$ cat src/rtl/wb_com_master_nport_if.sv
// Master-side Wishbone pipelined bus bundle for the commutator port.
// The master modport drives requests. The slave modport (the commutator) returns responses.
interface wb_com_master_nport_if #(
  parameter int AW = 32,
  parameter int DW = 32
);
  localparam int SEL_W = DW / 8;

  logic [AW-1:0]    m_wb_addr_o;
  logic [DW-1:0]    m_wb_dat_o;
  logic [SEL_W-1:0] m_wb_sel_o;
  logic             m_wb_cyc_o;
  logic             m_wb_stb_o;
  logic             m_wb_we_o;
  logic [DW-1:0]    m_wb_dat_i;
  logic             m_wb_stall_i;
  logic             m_wb_ack_i;
  logic             m_wb_err_i;

  modport master (
    output m_wb_addr_o, m_wb_dat_o, m_wb_sel_o, m_wb_cyc_o, m_wb_stb_o, m_wb_we_o,
    input  m_wb_dat_i, m_wb_stall_i, m_wb_ack_i, m_wb_err_i
  );

  modport slave (
    input  m_wb_addr_o, m_wb_dat_o, m_wb_sel_o, m_wb_cyc_o, m_wb_stb_o, m_wb_we_o,
    output m_wb_dat_i, m_wb_stall_i, m_wb_ack_i, m_wb_err_i
  );
endinterface

$ cat src/rtl/wb_com_master_nport.sv
// Master-side commutator port with NS slaves.
// Requests are decoded against a base/mask map and queued per slave in a header FIFO and a
// write-data FIFO. Responses return to the master in issue order through a FIFO of slave indices.
// Unmapped requests get a one-cycle err.
// Optional feature: define WB_COM_MASTER_TIMEOUT_EN to add a response timeout (parameter TMO_W).
// When the timeout fires, the head is answered with err. The late response from that slave is
// then dropped silently.

// Synchronous FIFO. The pointers carry one extra wrap bit so full and empty can be told apart.
module wb_com_fifo #(
  parameter int W  = 8,
  parameter int AW = 2
) (
  input  logic         clk,
  input  logic         rst,
  input  logic         push,
  input  logic [W-1:0] din,
  input  logic         pop,
  output logic [W-1:0] dout,
  output logic         empty,
  output logic         full
);
  logic [W-1:0] mem [0:(1<<AW)-1];
  logic [AW:0]  wr_ptr, rd_ptr;

  assign empty = (wr_ptr == rd_ptr);
  assign full  = (wr_ptr[AW] != rd_ptr[AW]) && (wr_ptr[AW-1:0] == rd_ptr[AW-1:0]);
  assign dout  = mem[rd_ptr[AW-1:0]];

  // storage write; contents need no reset, the pointers define validity
  always_ff @(posedge clk) begin
    if (push && !full) mem[wr_ptr[AW-1:0]] <= din;
  end

  // pointer update; a simultaneous push and pop leaves occupancy unchanged
  always_ff @(posedge clk) begin
    if (rst) begin
      wr_ptr <= '0;
      rd_ptr <= '0;
    end else begin
      if (push && !full) wr_ptr <= wr_ptr + 1'b1;
      if (pop && !empty) rd_ptr <= rd_ptr + 1'b1;
    end
  end
endmodule

// Per-slave queues. The header and write-data FIFOs keep independent pointers,
// because the slave pops data only for writes.
module wb_com_slave_chan #(
  parameter int HDR_W   = 41,
  parameter int DW      = 32,
  parameter int FIFO_AW = 2
) (
  input  logic             clk,
  input  logic             rst,
  input  logic             push_h,
  input  logic             push_d,
  input  logic [HDR_W-1:0] hdr_in,
  input  logic [DW-1:0]    dat_in,
  input  logic             hrden,
  input  logic             drden,
  output logic [HDR_W-1:0] hdr_out,
  output logic [DW-1:0]    dat_out,
  output logic             hempty,
  output logic             hfull
);
  logic dempty_unused, dfull_unused;

  wb_com_fifo #(.W(HDR_W), .AW(FIFO_AW)) u_hdr (
    .clk(clk), .rst(rst), .push(push_h), .din(hdr_in), .pop(hrden),
    .dout(hdr_out), .empty(hempty), .full(hfull)
  );

  // Data never outruns headers, so a full data FIFO implies a full header FIFO.
  // The header's full flag therefore covers both FIFOs.
  wb_com_fifo #(.W(DW), .AW(FIFO_AW)) u_dat (
    .clk(clk), .rst(rst), .push(push_d), .din(dat_in), .pop(drden),
    .dout(dat_out), .empty(dempty_unused), .full(dfull_unused)
  );
endmodule

module wb_com_master_nport #(
  parameter int AW       = 32,
  parameter int DW       = 32,
  parameter int TAG_W    = 4,
  parameter int NS       = 4,
  parameter int IDX_W    = 2,
  parameter int FIFO_AW  = 2,
  parameter int OUTST_AW = 3,
  parameter logic [NS*AW-1:0] S_BASE = {32'h30000000, 32'h20000000, 32'h10000000, 32'h00000000},
  parameter logic [NS*AW-1:0] S_MASK = {4{32'h0FFFFFFF}}
`ifdef WB_COM_MASTER_TIMEOUT_EN
  , parameter int TMO_W = 8
`endif
) (
  input  logic                 clk,
  input  logic                 rst,
  wb_com_master_nport_if.slave bus,
  input  logic [TAG_W-1:0]     time_tag,
  output logic [NS*(AW+DW/8+1+TAG_W)-1:0] m_to_s_header_o,
  input  logic [NS-1:0]        m_to_s_hrden,
  output logic [NS-1:0]        m_to_s_hempty,
  output logic [NS*DW-1:0]     m_to_s_data_o,
  input  logic [NS-1:0]        m_to_s_drden,
  input  logic [NS*DW-1:0]     s_to_m_data_o,
  input  logic [NS-1:0]        s_to_m_dempty,
  output logic [NS-1:0]        s_to_m_drden
);
  localparam int SEL_W = DW / 8;
  localparam int HDR_W = AW + SEL_W + 1 + TAG_W;
  localparam int ORD_W = 1 + IDX_W;

  logic [NS-1:0][AW-1:0]    base, mask;
  logic [NS-1:0][DW-1:0]    rsp_data;
  logic [NS-1:0][HDR_W-1:0] hdr_q;
  logic [NS-1:0][DW-1:0]    dat_q;
  logic [NS-1:0]            hit, hfull;
  logic [IDX_W-1:0]         hit_idx;
  logic                     mapped, stall, accept;
  logic [HDR_W-1:0]         hdr_in;

  logic [ORD_W-1:0] ord_dout;
  logic             ord_empty, ord_full, ord_valid, ord_err, ord_pop;
  logic [IDX_W-1:0] ord_idx;
  logic             ack, err;

  assign base            = S_BASE;
  assign mask            = S_MASK;
  assign rsp_data        = s_to_m_data_o;
  assign m_to_s_header_o = hdr_q;
  assign m_to_s_data_o   = dat_q;

  // address decode: lowest-index hit wins, no hit means unmapped
  always_comb begin
    for (int i = 0; i < NS; i++)
      hit[i] = ((bus.m_wb_addr_o & ~mask[i]) == base[i]);
    hit_idx = '0;
    mapped  = 1'b0;
    for (int i = NS - 1; i >= 0; i--) begin
      if (hit[i]) begin
        mapped  = 1'b1;
        hit_idx = IDX_W'(i);
      end
    end
  end

  // Stall depends only on the current address. Unmapped requests see only the order FIFO.
  assign stall  = ord_full | (mapped & hfull[hit_idx]);
  assign accept = bus.m_wb_cyc_o & bus.m_wb_stb_o & ~stall;
  assign hdr_in = {bus.m_wb_addr_o, bus.m_wb_sel_o, bus.m_wb_we_o, time_tag};

  for (genvar i = 0; i < NS; i++) begin : g_chan
    logic sel_here;
    assign sel_here = accept & mapped & (hit_idx == IDX_W'(i));
    wb_com_slave_chan #(.HDR_W(HDR_W), .DW(DW), .FIFO_AW(FIFO_AW)) u_chan (
      .clk(clk), .rst(rst),
      .push_h(sel_here), .push_d(sel_here & bus.m_wb_we_o),
      .hdr_in(hdr_in), .dat_in(bus.m_wb_dat_o),
      .hrden(m_to_s_hrden[i]), .drden(m_to_s_drden[i]),
      .hdr_out(hdr_q[i]), .dat_out(dat_q[i]),
      .hempty(m_to_s_hempty[i]), .hfull(hfull[i])
    );
  end

  // issue-order record: {err, slave index} for every accepted request
  wb_com_fifo #(.W(ORD_W), .AW(OUTST_AW)) u_order (
    .clk(clk), .rst(rst), .push(accept), .din({~mapped, hit_idx}), .pop(ord_pop),
    .dout(ord_dout), .empty(ord_empty), .full(ord_full)
  );

  assign ord_valid = ~ord_empty;
  assign ord_err   = ord_dout[IDX_W];
  // force slice 0 when idle so dat_i is well defined after reset
  assign ord_idx   = ord_valid ? ord_dout[IDX_W-1:0] : '0;

`ifdef WB_COM_MASTER_TIMEOUT_EN
  logic [TMO_W-1:0]     tmo_cnt;
  logic [NS-1:0][2:0]   discard;
  logic [NS-1:0]        dis_inc, dis_dec;
  logic                 tmo_fire;

  // response routing; a slave owing discards has its responses swallowed before any ack
  always_comb begin
    ack          = 1'b0;
    err          = 1'b0;
    tmo_fire     = 1'b0;
    s_to_m_drden = '0;
    dis_inc      = '0;
    dis_dec      = '0;
    for (int k = 0; k < NS; k++) begin
      if (discard[k] != 3'd0 && !s_to_m_dempty[k]) begin
        s_to_m_drden[k] = 1'b1;
        dis_dec[k]      = 1'b1;
      end
    end
    if (ord_valid) begin
      if (ord_err) begin
        err = 1'b1;
      end else if (!s_to_m_dempty[ord_idx] && discard[ord_idx] == 3'd0) begin
        ack                   = 1'b1;
        s_to_m_drden[ord_idx] = 1'b1;
      end else if (tmo_cnt == '1) begin
        err              = 1'b1;
        tmo_fire         = 1'b1;
        dis_inc[ord_idx] = 1'b1;
      end
    end
  end

  // wait counter for the current head, restarted whenever the head changes
  always_ff @(posedge clk) begin
    if (rst || ord_pop || !ord_valid || ord_err) tmo_cnt <= '0;
    else                                         tmo_cnt <= tmo_cnt + 1'b1;
  end

  // per-slave count of abandoned responses still to arrive (saturating)
  always_ff @(posedge clk) begin
    if (rst) begin
      discard <= '0;
    end else begin
      for (int k = 0; k < NS; k++) begin
        if (dis_inc[k] && !dis_dec[k] && discard[k] != 3'd7) discard[k] <= discard[k] + 3'd1;
        else if (dis_dec[k] && !dis_inc[k])                  discard[k] <= discard[k] - 3'd1;
      end
    end
  end
`else
  // response routing: the head waits for its own slave, which gives strict in-order return
  always_comb begin
    ack          = 1'b0;
    err          = 1'b0;
    s_to_m_drden = '0;
    if (ord_valid) begin
      if (ord_err) begin
        err = 1'b1;
      end else if (!s_to_m_dempty[ord_idx]) begin
        ack                   = 1'b1;
        s_to_m_drden[ord_idx] = 1'b1;
      end
    end
  end
`endif

  assign ord_pop          = ack | err;
  assign bus.m_wb_ack_i   = ack;
  assign bus.m_wb_err_i   = err;
  assign bus.m_wb_stall_i = stall;
  assign bus.m_wb_dat_i   = rsp_data[ord_idx];
endmodule

$ cat src/flat_wrapper.sv
// flat-port wrapper written by rule: the top's interface ports become plain ports
module wb_com_master_nport_flat 
#(
  parameter int AW       = 32,
  parameter int DW       = 32,
  parameter int TAG_W    = 4,
  parameter int NS       = 4,
  parameter int IDX_W    = 2,
  parameter int FIFO_AW  = 2,
  parameter int OUTST_AW = 3,
  parameter logic [NS*AW-1:0] S_BASE = {32'h30000000, 32'h20000000, 32'h10000000, 32'h00000000},
  parameter logic [NS*AW-1:0] S_MASK = {4{32'h0FFFFFFF}}

)
  (clk, rst, time_tag, m_to_s_header_o, m_to_s_hrden, m_to_s_hempty, m_to_s_data_o, m_to_s_drden, s_to_m_data_o, s_to_m_dempty, s_to_m_drden, bus_m_wb_addr_o, bus_m_wb_dat_o, bus_m_wb_sel_o, bus_m_wb_cyc_o, bus_m_wb_stb_o, bus_m_wb_we_o, bus_m_wb_dat_i, bus_m_wb_stall_i, bus_m_wb_ack_i, bus_m_wb_err_i);
  wb_com_master_nport_if #(.AW(AW), .DW(DW)) bus_i ();
  input  logic clk;
  input  logic rst;
  input  logic [TAG_W-1:0] time_tag;
  output logic [NS*(AW+DW/8+1+TAG_W)-1:0] m_to_s_header_o;
  input  logic [NS-1:0] m_to_s_hrden;
  output logic [NS-1:0] m_to_s_hempty;
  output logic [NS*DW-1:0] m_to_s_data_o;
  input  logic [NS-1:0] m_to_s_drden;
  input  logic [NS*DW-1:0] s_to_m_data_o;
  input  logic [NS-1:0] s_to_m_dempty;
  output logic [NS-1:0] s_to_m_drden;
  input wire logic [$bits(bus_i.m_wb_addr_o)-1:0] bus_m_wb_addr_o;
  input wire logic [$bits(bus_i.m_wb_dat_o)-1:0] bus_m_wb_dat_o;
  input wire logic [$bits(bus_i.m_wb_sel_o)-1:0] bus_m_wb_sel_o;
  input wire logic [$bits(bus_i.m_wb_cyc_o)-1:0] bus_m_wb_cyc_o;
  input wire logic [$bits(bus_i.m_wb_stb_o)-1:0] bus_m_wb_stb_o;
  input wire logic [$bits(bus_i.m_wb_we_o)-1:0] bus_m_wb_we_o;
  output wire logic [$bits(bus_i.m_wb_dat_i)-1:0] bus_m_wb_dat_i;
  output wire logic [$bits(bus_i.m_wb_stall_i)-1:0] bus_m_wb_stall_i;
  output wire logic [$bits(bus_i.m_wb_ack_i)-1:0] bus_m_wb_ack_i;
  output wire logic [$bits(bus_i.m_wb_err_i)-1:0] bus_m_wb_err_i;
  assign bus_i.m_wb_addr_o = bus_m_wb_addr_o;
  assign bus_i.m_wb_dat_o = bus_m_wb_dat_o;
  assign bus_i.m_wb_sel_o = bus_m_wb_sel_o;
  assign bus_i.m_wb_cyc_o = bus_m_wb_cyc_o;
  assign bus_i.m_wb_stb_o = bus_m_wb_stb_o;
  assign bus_i.m_wb_we_o = bus_m_wb_we_o;
  assign bus_m_wb_dat_i = bus_i.m_wb_dat_i;
  assign bus_m_wb_stall_i = bus_i.m_wb_stall_i;
  assign bus_m_wb_ack_i = bus_i.m_wb_ack_i;
  assign bus_m_wb_err_i = bus_i.m_wb_err_i;
  wb_com_master_nport #(.AW(AW), .DW(DW), .TAG_W(TAG_W), .NS(NS), .IDX_W(IDX_W), .FIFO_AW(FIFO_AW), .OUTST_AW(OUTST_AW), .S_BASE(S_BASE), .S_MASK(S_MASK)) u_core (.clk(clk), .rst(rst), .bus(bus_i), .time_tag(time_tag), .m_to_s_header_o(m_to_s_header_o), .m_to_s_hrden(m_to_s_hrden), .m_to_s_hempty(m_to_s_hempty), .m_to_s_data_o(m_to_s_data_o), .m_to_s_drden(m_to_s_drden), .s_to_m_data_o(s_to_m_data_o), .s_to_m_dempty(s_to_m_dempty), .s_to_m_drden(s_to_m_drden));
endmodule
$ cat config.mk
export PLATFORM = sky130hd
export DESIGN_NAME = wb_com_master_nport_flat
export DESIGN_NICKNAME = d
export VERILOG_FILES = /design/src/rtl/wb_com_master_nport_if.sv /design/src/rtl/wb_com_master_nport.sv /design/src/flat_wrapper.sv
export SDC_FILE = /design/constraint.sdc
export NUM_CORES = 1
export LEC_CHECK = 0
export BUFFER_PORTS_ARGS = -buffer_cell sky130_fd_sc_hd__buf_2
export CORE_MARGIN = 2
export CORE_UTILIZATION = 55
export CTS_CLUSTER_SIZE = 20
export DETAILED_ROUTE_END_ITERATION = 8
export MAX_ROUTING_LAYER = met4
export PLACE_DENSITY = 0.79
export SLEW_MARGIN = 20
export SYNTH_ARGS = -nofsm -noshare
export SYNTH_HDL_FRONTEND = slang
export SYNTH_SLANG_ARGS = --single-unit
export TNS_END_PERCENT = 20
$ cat constraint.sdc
create_clock -name clk -period 3.8 [get_ports clk]
set_clock_uncertainty 0.1 [all_clocks]
set_input_delay 0.57 -clock clk [delete_from_list [all_inputs] [get_ports clk]]
set_output_delay 0.57 -clock clk [all_outputs]
set_load 0.05 [all_outputs]
After elaboration in Yosys (flattened, before gate mapping)

Memories as Yosys holds them, arrays and structs flattened. A register that Yosys moved wholly into a read port is not among the register bits.
Index checks and enable logic that the tools add are counted.
W data, S select, Z words.

Mux-type cells: 61
Reductions and logical operators: 48
Add/sub/neg operators: 18
$lt $le $gt $ge: 3
Bitwise gates (word level): 16
Div/mod/pow operators: 0
Shifts and indexed selects: 0
Multipliers: 0
Equal/unequal tests: 33

Operator list:

| cell                  | number |
|---|---|
| $bmux W32 S2          | 1 |
| $add A3 B1 Y3 const B | 16 |
| $mux W2               | 21 |
| $logic_not A32 Y1     | 1 |
| $mux W32              | 1 |
| $mux W1               | 30 |
| $logic_and A1 B1 Y1   | 28 |
| $eq A3 B3 Y1          | 9 |
| $logic_not A1 Y1      | 18 |
| $eq A2 B2 Y1          | 8 |
| $and A1 B1 Y1         | 12 |
| $mux W4               | 3 |
| $ne A1 B1 Y1          | 9 |
| $add A4 B1 Y4 const B | 2 |
| $eq A4 B2 Y1 const B  | 2 |
| $lt A2 B3 Y1 const B  | 2 |
| $mux W3               | 2 |
| $bmux W1 S2           | 2 |
| $eq A2 B2 Y1 const B  | 2 |
| $eq A4 B1 Y1 const B  | 1 |
| $eq A4 B4 Y1          | 1 |
| $demux W1 S2          | 1 |
| $eq A2 B1 Y1 const B  | 1 |
| $ge A2 B1 Y1 const B  | 1 |
| 3 further kinds       | 5 |

Bits of input ports: 217
Memories: 9
Bits in writable memories: 1,192
Bits in read-only memories: 0
Output and inout bits: 335
Logic and storage cells: 206
Flip-flop bits (word level): 56
Latch bits: 0

Memories:

| memory                            | depth | bits a word | read ports | clocked after Yosys merged registers in | write ports | RTL line                  | RTL |
|---|---|---|---|---|---|---|---|
| u_core.g_chan[0].u_chan.u_hdr.mem | 4     | 41          | 1          | 1                                       | 1           | wb_com_master_nport.sv:23 | `logic [W-1:0] mem [0:(1<<AW)-1];` |
| u_core.g_chan[1].u_chan.u_hdr.mem | 4     | 41          | 1          | 1                                       | 1           | wb_com_master_nport.sv:23 |  |
| u_core.g_chan[2].u_chan.u_hdr.mem | 4     | 41          | 1          | 1                                       | 1           | wb_com_master_nport.sv:23 |  |
| u_core.g_chan[3].u_chan.u_hdr.mem | 4     | 41          | 1          | 1                                       | 1           | wb_com_master_nport.sv:23 |  |
| u_core.g_chan[0].u_chan.u_dat.mem | 4     | 32          | 1          | 1                                       | 1           | wb_com_master_nport.sv:23 |  |
| u_core.g_chan[1].u_chan.u_dat.mem | 4     | 32          | 1          | 1                                       | 1           | wb_com_master_nport.sv:23 |  |
| 3 more memories                   | -     | -           | -          | -                                       | -           | -                         |  |

Logic depth before layout (Yosys ltp)

Word-level depth: 17
Gate-level depth with buffers: 10
Mapped depth without buffers: 6

By module

A second synthesis with hierarchy kept.

Cells, all modules: 2,398
Area total of the unflattened synthesis: 49,697.7 µm²

Modules (own cells, without submodules):

| module                                           | area each (µm²) | cells an instance | instances | seq. area each (µm²) |
|---|---|---|---|---|
| wb_com_fifo at u_core.g_chan[0].u_chan.u_hdr ... | 6,482.5         | 283               | 4         | 5,084.9 |
| wb_com_fifo at u_core.g_chan[0].u_chan.u_dat ... | 5,177.5         | 235               | 4         | 4,003.8 |
| wb_com_fifo at u_core.u_order                    | 1,662.8         | 118               | 1         | 940.9 |
| wb_com_master_nport                              | 1,395.1         | 208               | 1         | 0.0 |

Worst setup path after synthesis

No wires, ideal clock.

Path type: in2reg
Start: input port bus_m_wb_addr_o[31]
End: memory u_core.g_chan[2].u_chan.u_hdr.mem[0][0] (netlist name), enable pin
Cell stages on the path: 5
Path buffers: 1
Library setup time: 0.402 ns
Required time: 3.298 ns
Slack: 0.542 ns
Arrival time: 2.755 ns
Cell sequence: nor2_1 and2_1 nor4b_1 buf_2 and2_1

Longest elaborated chain between the ends: 16

RTL lines:

| element                         | RTL line                   | RTL |
|---|---|---|
| start: declaration              | flat_wrapper.sv:28         | `input wire logic [$bits(bus_i.m_wb_addr_o)-1:0] bus_m_wb_addr_o;` |
| $eq A4 B2 Y1                    | wb_com_master_nport.sv:136 | `hit[i] = ((bus.m_wb_addr_o & ~mask[i]) == base[i]);` |
| $mux W2 (3 in series)           | wb_com_master_nport.sv:140 | `if (hit[i]) begin` |
| $mux W2 *                       | wb_com_master_nport.sv:140 |  |
| net u_core.hit_idx[1]           | wb_com_master_nport.sv:118 | `logic [IDX_W-1:0] hit_idx;` |
| $bmux W1 S2                     | wb_com_master_nport.sv:148 | `assign stall = ord_full \| (mapped & hfull[hit_idx]);` |
| $mux W1 (not written as such)   | wb_com_master_nport.sv:148 |  |
| $and A1 B1 Y1                   | wb_com_master_nport.sv:148 |  |
| $or A1 B1 Y1                    | wb_com_master_nport.sv:148 |  |
| $not A1 Y1                      | wb_com_master_nport.sv:149 | `assign accept = bus.m_wb_cyc_o & bus.m_wb_stb_o & ~stall;` |
| $and A1 B1 Y1                   | wb_com_master_nport.sv:149 |  |
| $and A1 B1 Y1                   | wb_com_master_nport.sv:154 | `assign sel_here = accept & mapped & (hit_idx == IDX_W'(i));` |
| $and A1 B1 Y1 *                 | wb_com_master_nport.sv:154 |  |
| $logic_and A1 B1 Y1 *           | wb_com_master_nport.sv:32  | `if (push && !full) mem[wr_ptr[AW-1:0]] <= din;` |
| $mux W1 *                       | wb_com_master_nport.sv:32  |  |
| $mux W1 (not written as such) * | wb_com_master_nport.sv:32  |  |
| end: declaration                | wb_com_master_nport.sv:23  |  |

The timed path passes the listed nets; every way through them passes the cells marked *. The select of a mux whose other input is x is not followed.

Worst setup path in the final report

Start: register u_core.u_order.wr_ptr[2]
End: output port bus_m_wb_dat_i[22]

Longest elaborated chain between the ends: 4

RTL lines:

| element                        | RTL line                   | RTL |
|---|---|---|
| start: declaration             | wb_com_master_nport.sv:24  | `logic [AW:0] wr_ptr, rd_ptr;` |
| start signal: assignment       | wb_com_master_nport.sv:41  | `if (push && !full) wr_ptr <= wr_ptr + 1'b1;` |
| $eq A4 B4 Y1                   | wb_com_master_nport.sv:26  | `assign empty = (wr_ptr == rd_ptr);` |
| $mux W2                        | wb_com_master_nport.sv:174 | `assign ord_idx = ord_valid ? ord_dout[IDX_W-1:0] : '0;` |
| $bmux W32 S2                   | wb_com_master_nport.sv:248 | `assign bus.m_wb_dat_i = rsp_data[ord_idx];` |
| $mux W32 (not written as such) | wb_com_master_nport.sv:248 |  |
| end: declaration               | flat_wrapper.sv:34         | `output wire logic [$bits(bus_i.m_wb_dat_i)-1:0] bus_m_wb_dat_i;` |

Every way passes these cells. The select of a mux whose other input is x is not followed.

==> run_results.csv <==
group,metric,value,unit
status,status,"finished clean",
sta,fin_setup_tns,0,ns
flow_run,drv_cap,0,
critical_path,critPathRequiredTime,3.13,ns
synthesis,syn-num-nets,2438,
synthesis,yosys.area.top_type_share,0.744,
synthesis,synth_area_per_cell,22.1,um2
cts,ctsLongestPathBuffers,3,
synthesis,syn_area,48100,um2
cts,htreeDepth,3,
pwr,combPwrFrac,0.101,
synthesis,synth_cells,2179,
synthesis,ys_seq_area_frac,0.775,
cts,cts_tree,"done",
sta,maxSlewViolCount,0,
sta,finalCriticalPeriod,3.66,ns
critical_path,crit_path_start_kind,"register",
global_routing,met1_usage,0.358,
routing,via_per_inst,6.15,
synthesis,yosysUniqueCellTypes,52,
critical_path,r2r_start,"u_core.g_chan[0].u_chan.u_hdr.wr_ptr[1]",
cts,insertion_delay,0.71,ns
critical_path,crit_fanout,19,
global_routing,grt_usage,0.292,
sta,max-slew-margin-rel,0.313,
layout,final_common_cell,"edfxtp_1",
global_routing,grt_pass1_wl,182,mm
layout,drive_gt1_frac,0.396,
cts,cts.sinks,1267,
synthesis,ys.warnings.count,0,
pwr,powerDensity,528,nW/um2
routing,via_count,25000,
global_routing,use_met2,0.481,
routing,wirelength,127,mm
routing,antenna_left,0,
floorplan,ios,552,
global_routing,grt.busiest_layer,"met2",
placement,dp_hpwl,74.3,mm
sta,setup_viol,0,
floorplan,rows,108,
sta,min_period_over_period,0.962,
sta,tightest_slew,1.03,ns
floorplan,start_util,0.554,
pwr,p_sw,7.32,mW
synthesis,synth_edf_count,1192,
routing,wl_per_cell,31.2,um
global_routing,antenna_found_initial,10,
layout,fin_nets,3070,
synthesis,yosysTopAreaCell,"edfxtp_1",
cts,cts_made_buffers,119,
pwr,p_int,22.6,mW
critical_path,rrSetupSlack,0.89,ns
cts,hold_buffers,0,
cts,ctsRootBufferMaster,"clkbuf_16",
pwr,pwr-share-clk,0.384,
floorplan,die_w,300,um
worst_hold_path,worstHoldPathType,"input port to register",
global_routing,grt_pass1_vias,25700,
placement,place.port_buffers,551,
sta,rsz0062_at_grt,"no",
critical_path,r2r_cells,6,
critical_path,crit_type,"register to output port",
pwr,irDropWorstVdd,0.561,mV
global_routing,grt-ovfl-total,0,
sta,hold_viol_final,0,
sta,clock.fmax,0.273,GHz
global_routing,grt_util_met3,0.0634,
synthesis,yosys_most_used_dff,"edfxtp_1",
worst_hold_path,hp-start,"m_to_s_hrden[2]",
routing,drc,0,
floorplan,fp.dieH,300,um
cts,clk_pin_slew,0.06,ns
routing,drtIter0Drc,2812,
synthesis,netlist_top_cells_area,"edfxtp_1 (74%), mux4_2 (14%), dfxtp_1 (3.1%)",
floorplan,core,86800,um2
pwr,p_leak,18.8,nW
layout,final_cell_mix,"edfxtp_1 (1192), buf_2 (551), mux4_2 (296), clkbuf_16 (120), nor2_1 (113)",
global_routing,grt_max_degree,67,
layout,syn_to_final_growth,17.6,%
critical_path,timing.rr.end,"u_core.u_order.mem[1][0]",
worst_hold_path,hold-path-cell-count,3,
routing,drt-pass1-iter-count,5,
floorplan,die_area,89800,um2
pwr,power_switching_share,0.245,
critical_path,crit_path_end_kind,"output port",
critical_path,crit_arrival,2.99,ns
pwr,finalPower,29.9,mW
placement,place_congestion,0.919,
synthesis,synth_seq_cells,1267,
synthesis,ys_async_sr_fraction,0,
pwr,pwr-share-seq,0.514,
how the worst max path moves through the flow:
stage	startpoint	endpoint	slack, ns	cells after the start
after floorplan	bus_m_wb_addr_o[31]	u_core.g_chan[2].u_chan.u_hdr.mem[0][0]	0.54	5
after global placement	register	bus_m_wb_dat_i[6]	0.46	8
after detailed placement	bus_m_wb_addr_o[30]	u_core.g_chan[3].u_chan.u_dat.mem[3][8]	0.36	6
after CTS	u_core.u_order.wr_ptr[0]	bus_m_wb_dat_i[22]	0.04	9
after global routing	u_core.u_order.wr_ptr[0]	bus_m_wb_dat_i[22]	0.004	9
final	u_core.u_order.wr_ptr[2]	bus_m_wb_dat_i[22]	0.14	9
cell families (layout without fill, tap and decap cells):
logic type,count (synthesis),in the layout,synth area share
and+or+nand+nor,224,224,0.0230
xor gates and xnor gates,62,62,0.0113
buffers and inverters,129,860,0.0124
other,0,8,0
DFF,1267,1267,0.775
muxes,383,383,0.158
adders and majority gates,42,42,0.0109
AOI/OAI and AO/OA,72,72,0.00929
per-layer routing:
layer,up-vias,part of all wire
li1,10200,-
met1,13000,0.36
met2,1518,0.51
met3,274,0.086
met4,0,0.045
met5,-,0
cells in the mapped netlist, types with 6 or more instances:
cell type and instances:
xor2_1 31, nor3_1 8, nand3_1 7, buf_2 7
edfxtp_1 1192, and3_1 14, clkbuf_1 28, inv_1 27
mux4_2 296, o31ai_1 6, mux2_1 22, nor2_1 113
mux2i_1 49, buf_1 55, nand2_1 18, dfxtp_1 75
and2_1 27, ha_1 42, nor2b_1 6, mux2_2 15
a21oi_1 46, xnor2_1 31
critical path, stage by stage (launching register included):
cell	delay, ns
dfxtp_1	0.56
xnor2_1	0.19
and4_2	0.41
nor2_4	0.06
buf_12	0.15
buf_12	0.15
buf_4	0.17
mux2i_1	0.13
a21oi_1	0.17
buf_2	0.29
power groups by stage:
stage	combinational (mW)	clock (mW)	sequential (mW)
after detailed placement	2.94	0	15.7
after global routing	3.19	12.1	15.4
after floorplan	2.21	0	15.6
after global placement	2.87	0	15.7
final	3.02	11.5	15.4
after CTS	3.02	11.6	15.4
repair_timing:
action | in CTS | in global routing
buffers inserted | 5 | 0
endpoints found under the setup margin | 33 | 32
pin swaps | 1 | 0
resized for setup | 1 | 5
area by class of cell:
| cell class | instances | area [um2] |
|---|---|---|
| clock buffers | 161 | 3250 |
| fillers | 5437 | 30200 |
| clock inverters | 59 | 517 |
| diodes | 8 | 20.0 |
| well taps | 1155 | 1450 |
| inverters | 27 | 101 |
| flip-flops and latches | 1267 | 37300 |
| multi-input cells | 783 | 10300 |
| repair buffers | 613 | 3620 |
state kept, by name (all words and copies together) (netlist names), named ones only:
name                               cells
u_core.g_chan.u_chan.u_dat.mem       512
u_core.u_order.mem                    24
u_core.g_chan.u_chan.u_hdr.rd_ptr     12
u_core.u_order.rd_ptr                  4
u_core.g_chan.u_chan.u_dat.wr_ptr     12
u_core.g_chan.u_chan.u_hdr.wr_ptr     12
u_core.g_chan.u_chan.u_hdr.mem       656
u_core.u_order.wr_ptr                  4
u_core.g_chan.u_chan.u_dat.rd_ptr     12
through the flow:
stage / std cells / area [um2] / hold slack, ns / worst slack, ns / util
after floorplan: 2179 / 48100 / 0.367 / 0.542 / -
after global placement: 3840 / 52700 / 0.379 / 0.455 / 0.608
after detailed placement: 3840 / 52700 / 0.384 / 0.358 / 0.608
after CTS: 4065 / 56500 / 0.0982 / 0.0371 / 0.651
after global routing: 4073 / 56500 / 0.125 / 0.00391 / 0.652
final: 4073 / 56500 / 0.124 / 0.143 / 0.652
No activity file was read; power rests on OpenSTA's default activity.
